File: config.mk
export PLATFORM = sky130hd
export DESIGN_NAME = run_length_packer
export DESIGN_NICKNAME = d
export VERILOG_FILES = /design/src/rtl/run_length_packer.sv
export SDC_FILE = /design/constraint.sdc
export NUM_CORES = 1
export LEC_CHECK = 0
export BUFFER_PORTS_ARGS = -buffer_cell sky130_fd_sc_hd__buf_2
export CAP_MARGIN = 20
export CORE_UTILIZATION = 62
export CTS_BUF_LIST = sky130_fd_sc_hd__clkbuf_8
export DETAILED_ROUTE_END_ITERATION = 8
export PLACE_DENSITY = 0.78
export SLEW_MARGIN = 25
export SYNTH_ARGS = -nofsm -noshare
export SYNTH_HDL_FRONTEND = slang
export SYNTH_SLANG_ARGS = --single-unit
File: constraint.sdc
create_clock -name clk -period 3.3 [get_ports clk]
set_input_delay 0.66 -clock clk [delete_from_list [all_inputs] [get_ports clk]]
set_output_delay 0.66 -clock clk [all_outputs]
set_load 0.03 [all_outputs]
File: src/rtl/run_length_packer.sv
// run_length_packer: encodes a 1-bit stream into (bit, length) runs
// and buffers finished runs in a small FIFO with a valid/ready head.
module run_length_packer #(
   parameter int CNT_W = 8,
   parameter int DEPTH = 4
) (
   input  logic                         clk,
   input  logic                         rst,
   input  logic                         x,
   input  logic                         en,
   input  logic                         flush,
   output logic                         out_valid,
   input  logic                         out_ready,
   output logic                         out_bit,
   output logic [CNT_W-1:0]             out_len,
   output logic [$clog2(DEPTH+1)-1:0]   out_count,
   output logic                         ovf
);

   localparam int PW = $clog2(DEPTH);
   localparam int OW = $clog2(DEPTH+1);
   localparam logic [CNT_W-1:0] MAX = '1;

   typedef enum logic {IDLE, RUN} state_t;

   state_t             state, state_n;
   logic               cur_bit, bit_n;
   logic [CNT_W-1:0]   cnt, cnt_n;

   logic               push, push_bit;
   logic [CNT_W-1:0]   push_len;

   logic [CNT_W:0]     mem [DEPTH];
   logic [PW-1:0]      rd_ptr, wr_ptr, rd_n;
   logic [OW-1:0]      count, count_n;
   logic               pop, full, acc;
   logic [CNT_W:0]     head_n;

   // Run state register: open run value and length.
   always_ff @(posedge clk or posedge rst) begin
      if (rst) begin
         state   <= IDLE;
         cur_bit <= 1'b0;
         cnt     <= '0;
      end else begin
         state   <= state_n;
         cur_bit <= bit_n;
         cnt     <= cnt_n;
      end
   end

   // Next run state; flush wins over en and discards the sample.
   always_comb begin
      state_n = state;
      bit_n   = cur_bit;
      cnt_n   = cnt;
      if (flush) begin
         state_n = IDLE;
         cnt_n   = '0;
      end else if (en) begin
         if (state == IDLE) begin
            state_n = RUN;
            bit_n   = x;
            cnt_n   = CNT_W'(1);
         end else if (x == cur_bit && cnt != MAX) begin
            cnt_n   = cnt + 1'b1;
         end else begin
            bit_n   = x;
            cnt_n   = CNT_W'(1);
         end
      end
   end

   // Close the open run on flush, bit change or saturation.
   always_comb begin
      push     = 1'b0;
      push_bit = cur_bit;
      push_len = cnt;
      if (state == RUN) begin
         if (flush)
            push = 1'b1;
         else if (en && (x != cur_bit || cnt == MAX))
            push = 1'b1;
      end
   end

   assign out_valid = (count != '0);
   assign out_count = count;
   assign full      = (count == OW'(DEPTH));
   assign pop       = out_valid & out_ready;
   assign acc       = push & (~full | pop);
   assign rd_n      = pop ? rd_ptr + 1'b1 : rd_ptr;

   // Occupancy after this edge; a push into a full FIFO only lands with a pop.
   always_comb begin
      count_n = count;
      if (acc && !pop)
         count_n = count + 1'b1;
      else if (pop && !acc)
         count_n = count - 1'b1;
   end

   // Next head: the entry being written if it becomes the head, else storage.
   always_comb begin
      head_n = mem[rd_n];
      if (acc && rd_n == wr_ptr)
         head_n = {push_bit, push_len};
   end

   // Entry storage; needs no reset since occupancy guards every read.
   always_ff @(posedge clk) begin
      if (acc)
         mem[wr_ptr] <= {push_bit, push_len};
   end

   // Pointers, occupancy, registered head and sticky overflow.
   always_ff @(posedge clk or posedge rst) begin
      if (rst) begin
         rd_ptr  <= '0;
         wr_ptr  <= '0;
         count   <= '0;
         out_bit <= 1'b0;
         out_len <= '0;
         ovf     <= 1'b0;
      end else begin
         rd_ptr <= rd_n;
         count  <= count_n;
         if (acc)
            wr_ptr <= wr_ptr + 1'b1;
         if (push && full && !pop)
            ovf <= 1'b1;
         if (count_n != '0)
            {out_bit, out_len} <= head_n;
      end
   end

endmodule

Word-level counts from Yosys, hierarchy flattened. Memories as Yosys holds them, arrays and structs flattened. A register that Yosys moved wholly into a read port is not among the register bits. Cells that the tools add are included.

Register bits after elaboration: 18. Memory bits (writable): 36. Input bits: 6. Output and inout port bits: 14. Word-level logic and storage cells: 53. Memories: 1.

Memory list: mem (depth 4, bits a word 9, read ports 1, clocked after Yosys merged registers in 1, write ports 1, RTL line 33) `logic [CNT_W:0] mem [DEPTH];`.

Add/subtract/negate cells: 5. Equality and inequality tests: 6. Mux-type cells: 16. Bitwise logic cells: 5. Reduce and logical (&&, ||, !) cells: 13.

Operators with widths (count): 8-bit 2-to-1 mux (4); 1-bit 2-to-1 mux (9); 8-bit by 1-bit adder with 8-bit output, second input constant (1); 8-bit == test, second input constant (1); 8-bit != test, second input constant (1); 1-bit logical AND (6); 3-bit 2-to-1 mux (2); 3-bit nonzero test (2); 2-bit by 1-bit adder with 2-bit output, second input constant (2); 3-bit by 1-bit adder with 3-bit output, second input constant (1); 3-bit == test, second input constant (1); 3-bit AND reduction (1); 3-bit by 1-bit subtractor with 3-bit output, second input constant (1); 1-bit bitwise AND (2); 1-bit logical NOT (2); 2-bit 2-to-1 mux (1); 2-bit != test, second input constant (1); 1-bit NOT (2); 2-bit nonzero test (1); 1-bit == test (1); 1-bit logical OR (1); 1-bit != test (1); 1-bit OR (1).

Longest topological paths before layout.
Depth in word-level cells: 12. Mapped depth: 11. Mapped depth without buffers: 9.

Worst setup path before layout. OpenSTA, ideal clock, no wires.

Kind: register to register. Start: reg count[0] (netlist: out_count[0]). End: reg out_bit, read port of mem. Library setup time: 0.125 ns. Arrival time: 2.677 ns. Data required time: 3.175 ns. Path slack: 0.498 ns. Cell stages (with the launch flop): 11. Path buffers: 1. Period minus slack after synthesis: 2.802 ns. Cells stage by stage: dfrtp_1 > inv_1 > ha_1 > nor2b_1 > buf_2 > inv_1 > nand2_1 > a21oi_1 > or4_4 > a21oi_4 > mux2_2.

Longest elaborated chain between the ends: 9. Elaborated cells between the ends (all ways): 16. Those cells by class: add/sub (2); eq/ne (1); mux (3); bitwise (4); reduce/logical (6).

Ends and longest elaborated chain: start: declaration (RTL line 35) `logic [OW-1:0] count, count_n;`; start signal: assignment (RTL line 127) `count <= count_n;`; 3-bit nonzero test * (RTL line 87) `assign out_valid = (count != '0);`; net out_valid (RTL line 12) `output logic out_valid,`; 1-bit bitwise AND * (RTL line 90) `assign pop = out_valid & out_ready;`; 1-bit OR (RTL line 91) `assign acc = push & (~full | pop);`; 1-bit bitwise AND (RTL line 91); 1-bit logical NOT (RTL line 99) `else if (pop && !acc)`; 1-bit logical AND (RTL line 99); 3-bit 2-to-1 mux (RTL line 99); 3-bit 2-to-1 mux (RTL line 97) `if (acc && !pop)`; 3-bit nonzero test (RTL line 132) `if (count_n != '0)`; end: declaration (RTL line 14) `output logic out_bit,`.

The timed path passes the listed nets; every way through them passes the cells marked *. A chain may end at the register's enable or synchronous reset.

Worst setup path after layout.
Start: reg count[0] (netlist: out_count[0]). End: reg out_len[6], read port of mem.

Longest elaborated chain between the ends: 9. Elaborated cells between the ends (all ways): 16. Those cells by class: add/sub (2); eq/ne (1); mux (3); bitwise (4); reduce/logical (6).

Ends and longest elaborated chain: 3-bit nonzero test or 3-bit == test (tied branches) (RTL line 87, 89); 1-bit bitwise AND or 1-bit NOT (tied branches) (RTL line 90, 91); 1-bit OR (RTL line 91); 1-bit bitwise AND (RTL line 91); 1-bit logical NOT (RTL line 99); 1-bit logical AND (RTL line 99); 3-bit 2-to-1 mux (RTL line 99); 3-bit 2-to-1 mux (RTL line 97); 3-bit nonzero test (RTL line 132); end: declaration (RTL line 15) `output logic [CNT_W-1:0] out_len,`.

Several ways; a longest one is shown, not always the timed one.

==> run_results.csv <==
group,metric,value,unit
outcome,outcome,"finished clean",
synth,synthTopCellsByArea,"edfxtp_1 36%, dfrtp_1 22%, mux2_2 6.7%",
clocking,cts-root-buf,"clkbuf_8",
grt,gr-total-overflow,0,
clocking,clk_pin_slew,70,ps
setup_path,crit_path_max_fanout,9,
power,ir_worst_vdd,0.530,mV
routing,wire_per_inst,18.0,um
synth,ys_ff_latch,63,
clocking,worstSkewPairLatency,330,ps
timing,fin_crit,2960,ps
routing,ant_nets,0,
synth,synth_common_cells,"36 x edfxtp_1, 27 x dfrtp_1, 19 x o21ai_0, 18 x mux2_2, 16 x nand3_1",
clocking,cts_setup_buffers,0,
floorplanning,dieArea,5150,um^2
grt,grtUsageTotal,25.9,%
clocking,post_cts_resize_count,0,
routing,drtIter0Drc,182,
setup_path,end_kind,"flip-flop",
cells_and_area,nFillCells,324,
timing,final-max-slew-violation-count,0,
setup_path,max_stage_delay,520,ps
synth,synth-async-reset-ratio,42.9,%
cells_and_area,seq_area,1760,um^2
synth,syn_inst,247,
setup_path,worstPathRequired,3510,ps
synth,synth_top_area_share,35.8,%
routing,drt_drc_violations_left,0,
timing,finClkSkew,7.85,ps
synth,synth_edf_count,36,
floorplanning,rows,25,
timing,slew_headroom,52.4,%
setup_path,crit_path_start_kind,"flip-flop",
setup_path,cp.arrival,3170,ps
synth,ys_types,44,
floorplanning,core_area,4690,um^2
clocking,cts.hold.buffers_added,0,
grt,grt_pass1_wl,9890,um
synth,netlist_area,3020,um^2
timing,tightest_slew,709,ps
timing,setup_viol,0,
synth,ys_warn_count,0,
synth,synth_nets,261,
grt,grt_antenna_before_repair,0,
timing,finalSetupTns,0,ps
hold_path,hp-class,"in -> async",
cells_and_area,fin_util,72.1,%
clocking,tritoncts,"built",
placement,dp_hpwl,4120,um
power,leakage,1.31,nW
timing,fmax,0.337,GHz
timing,finalCritPeriodShare,89.8,%
routing,viasPerCell,6.24,
routing,drt_first_pass_iters,4,
synth,syn_avg_cell_area,12.2,um^2
grt,grt_max_degree,28,
cells_and_area,antenna_cells,0,
floorplanning,die_x,71.8,um
synth,yosysMostFrequentCell,"edfxtp_1",
power,power_per_cell_area,911,nW/um^2
clocking,cts_sinks,63,
cells_and_area,multi_input_area,1180,um^2
clocking,cts_max_path_buffers,2,
grt,grt_pass1_vias,2029,
placement,portBuffers,19,
placement,place_inst,314,
setup_path,slowest_stage,"or4_4",
setup_path,crit_top_cell,"inv_1",
cells_and_area,drive_gt1_share,22.5,%
routing,via_count,2060,
timing,rsz0062_at_grt,"false",
cells_and_area,area_delta_synth_final,12.1,%
synth,yosys.area.top_type,"edfxtp_1",
floorplanning,initial_core_util,64.3,%
synth,synth-seq-area-share,58.2,%
cells_and_area,fin_cells,330,
clocking,numCtsBuffers,9,
setup_path,crit_type,"reg -> reg",
timing,hold_viol,0,
clocking,htreeDepth,3,
placement,gp_congestion,0.894,
synth,synth_ff_type,"edfxtp_1",
floorplanning,io_pins,20,
cells_and_area,num-nets-final,285,
routing,wl,5950,um
setup_path,cp_cell_sequence,"inv_1 > ha_1 > nor2b_1 > inv_1 > nand2_1 > a21oi_1 > or4_4 > a21oi_4 > mux2_2",
floorplanning,die_y,71.8,um
flow_run,max-cap-violations,0,
-- worst max-delay path: cells and delay by family (launching register included) --
kind	cells	cell delay (ps)
AND/OR/NAND/NOR	3	1080
flip-flops	1	440
AO/OA/AOI/OAI	2	430
multiplexers	1	380
buffers and inverters	2	280
adder cells (fa/ha/maj)	1	240
-- final cells by class --
cell class | count | area share, %
clock buffer | 11 | 4.47
clock inverter | 5 | 2.14
inverter | 9 | 0.999
multi-input combinational | 166 | 35.0
sequential | 63 | 51.9
tap | 54 | 2.00
timing repair buffer | 22 | 3.48
-- power by group --
part           internal [mW]  switching, mW  total [mW]
Combinational          0.506          0.700        1.21
Sequential             0.990          0.146        1.14
Clock                  0.460          0.281       0.741
-- path summary, 6_finish.rpt --
check	startpoint	end	slack (ps)	depth (start not counted)
setup / recovery	out_count[0]	out_len[6]	340	9
hold / removal	rst	cnt[2]	390	2
setup reg to reg	out_count[0]	out_len[6]	340	9
hold reg to reg	ovf	ovf	470	1
max in group asynchronous	rst	out_len[7]	2530	2
min in group clk	ovf	ovf	470	1
-- layout by cell type, fill, tap and decap left out, types with 3 or more instances in the layout --
cell | netlist | layout
inv_1 | 9 | 10
a221oi_1 | 9 | 9
xnor2_1 | 3 | 3
ha_1 | 8 | 8
nor2_1 | 14 | 14
o31ai_1 | 3 | 3
nand2b_1 | 3 | 3
nand3_1 | 16 | 16
a31oi_1 | 10 | 10
mux2_2 | 18 | 18
buf_4 | 0 | 3
o21ai_0 | 19 | 19
dfrtp_1 | 27 | 27
buf_2 | 3 | 19
edfxtp_1 | 36 | 36
nor2b_1 | 10 | 10
a21oi_1 | 4 | 4
clkbuf_8 | 0 | 11
nand2_1 | 11 | 11
and2_1 | 6 | 6
-- per-stage QoR --
stage / instance area, um^2 / power [mW] / setup slack, ps / hold WS, ps
final: 3380 / 3.08 / 336 / 385
after global routing: 3380 / 3.26 / 103 / 433
after CTS: 3380 / 3.09 / 355 / 474
after detailed placement: 3160 / 2.34 / 382 / 459
after global placement: 3160 / 2.31 / 512 / 452
after floorplan: 3020 / 2.06 / 498 / 494
-- registers in the layout (all words and copies together), names as in the netlist --
signal,count
rd_ptr,2
mem,36
cnt,8
ovf,1
state,1
out_len,8
cur_bit,1
wr_ptr,2
out_count,3
out_bit,1
-- layer usage --
metal / track usage, % / routed length (um) / up-vias / share of wire (%)
li1: - / - / 987 / -
met1: 35.1 / 2690 / 1010 / 45
met2: 41.0 / 2930 / 53 / 49
met3: 6.61 / 235 / 10 / 4.0
met4: 9.37 / 89 / 0 / 1.5
met5: 0 / 0 / - / 0
-- cells by family after synthesis --
logic type	after synthesis	share of synthesized area (%)
buf+inv	18	2.61
mux	20	7.38
flops	63	58.2
compound gates	63	15.0
simple gates	70	12.1
fa+ha+maj	8	3.32
xor+xnor	5	1.45
No activity file was read; power rests on OpenSTA's default activity.
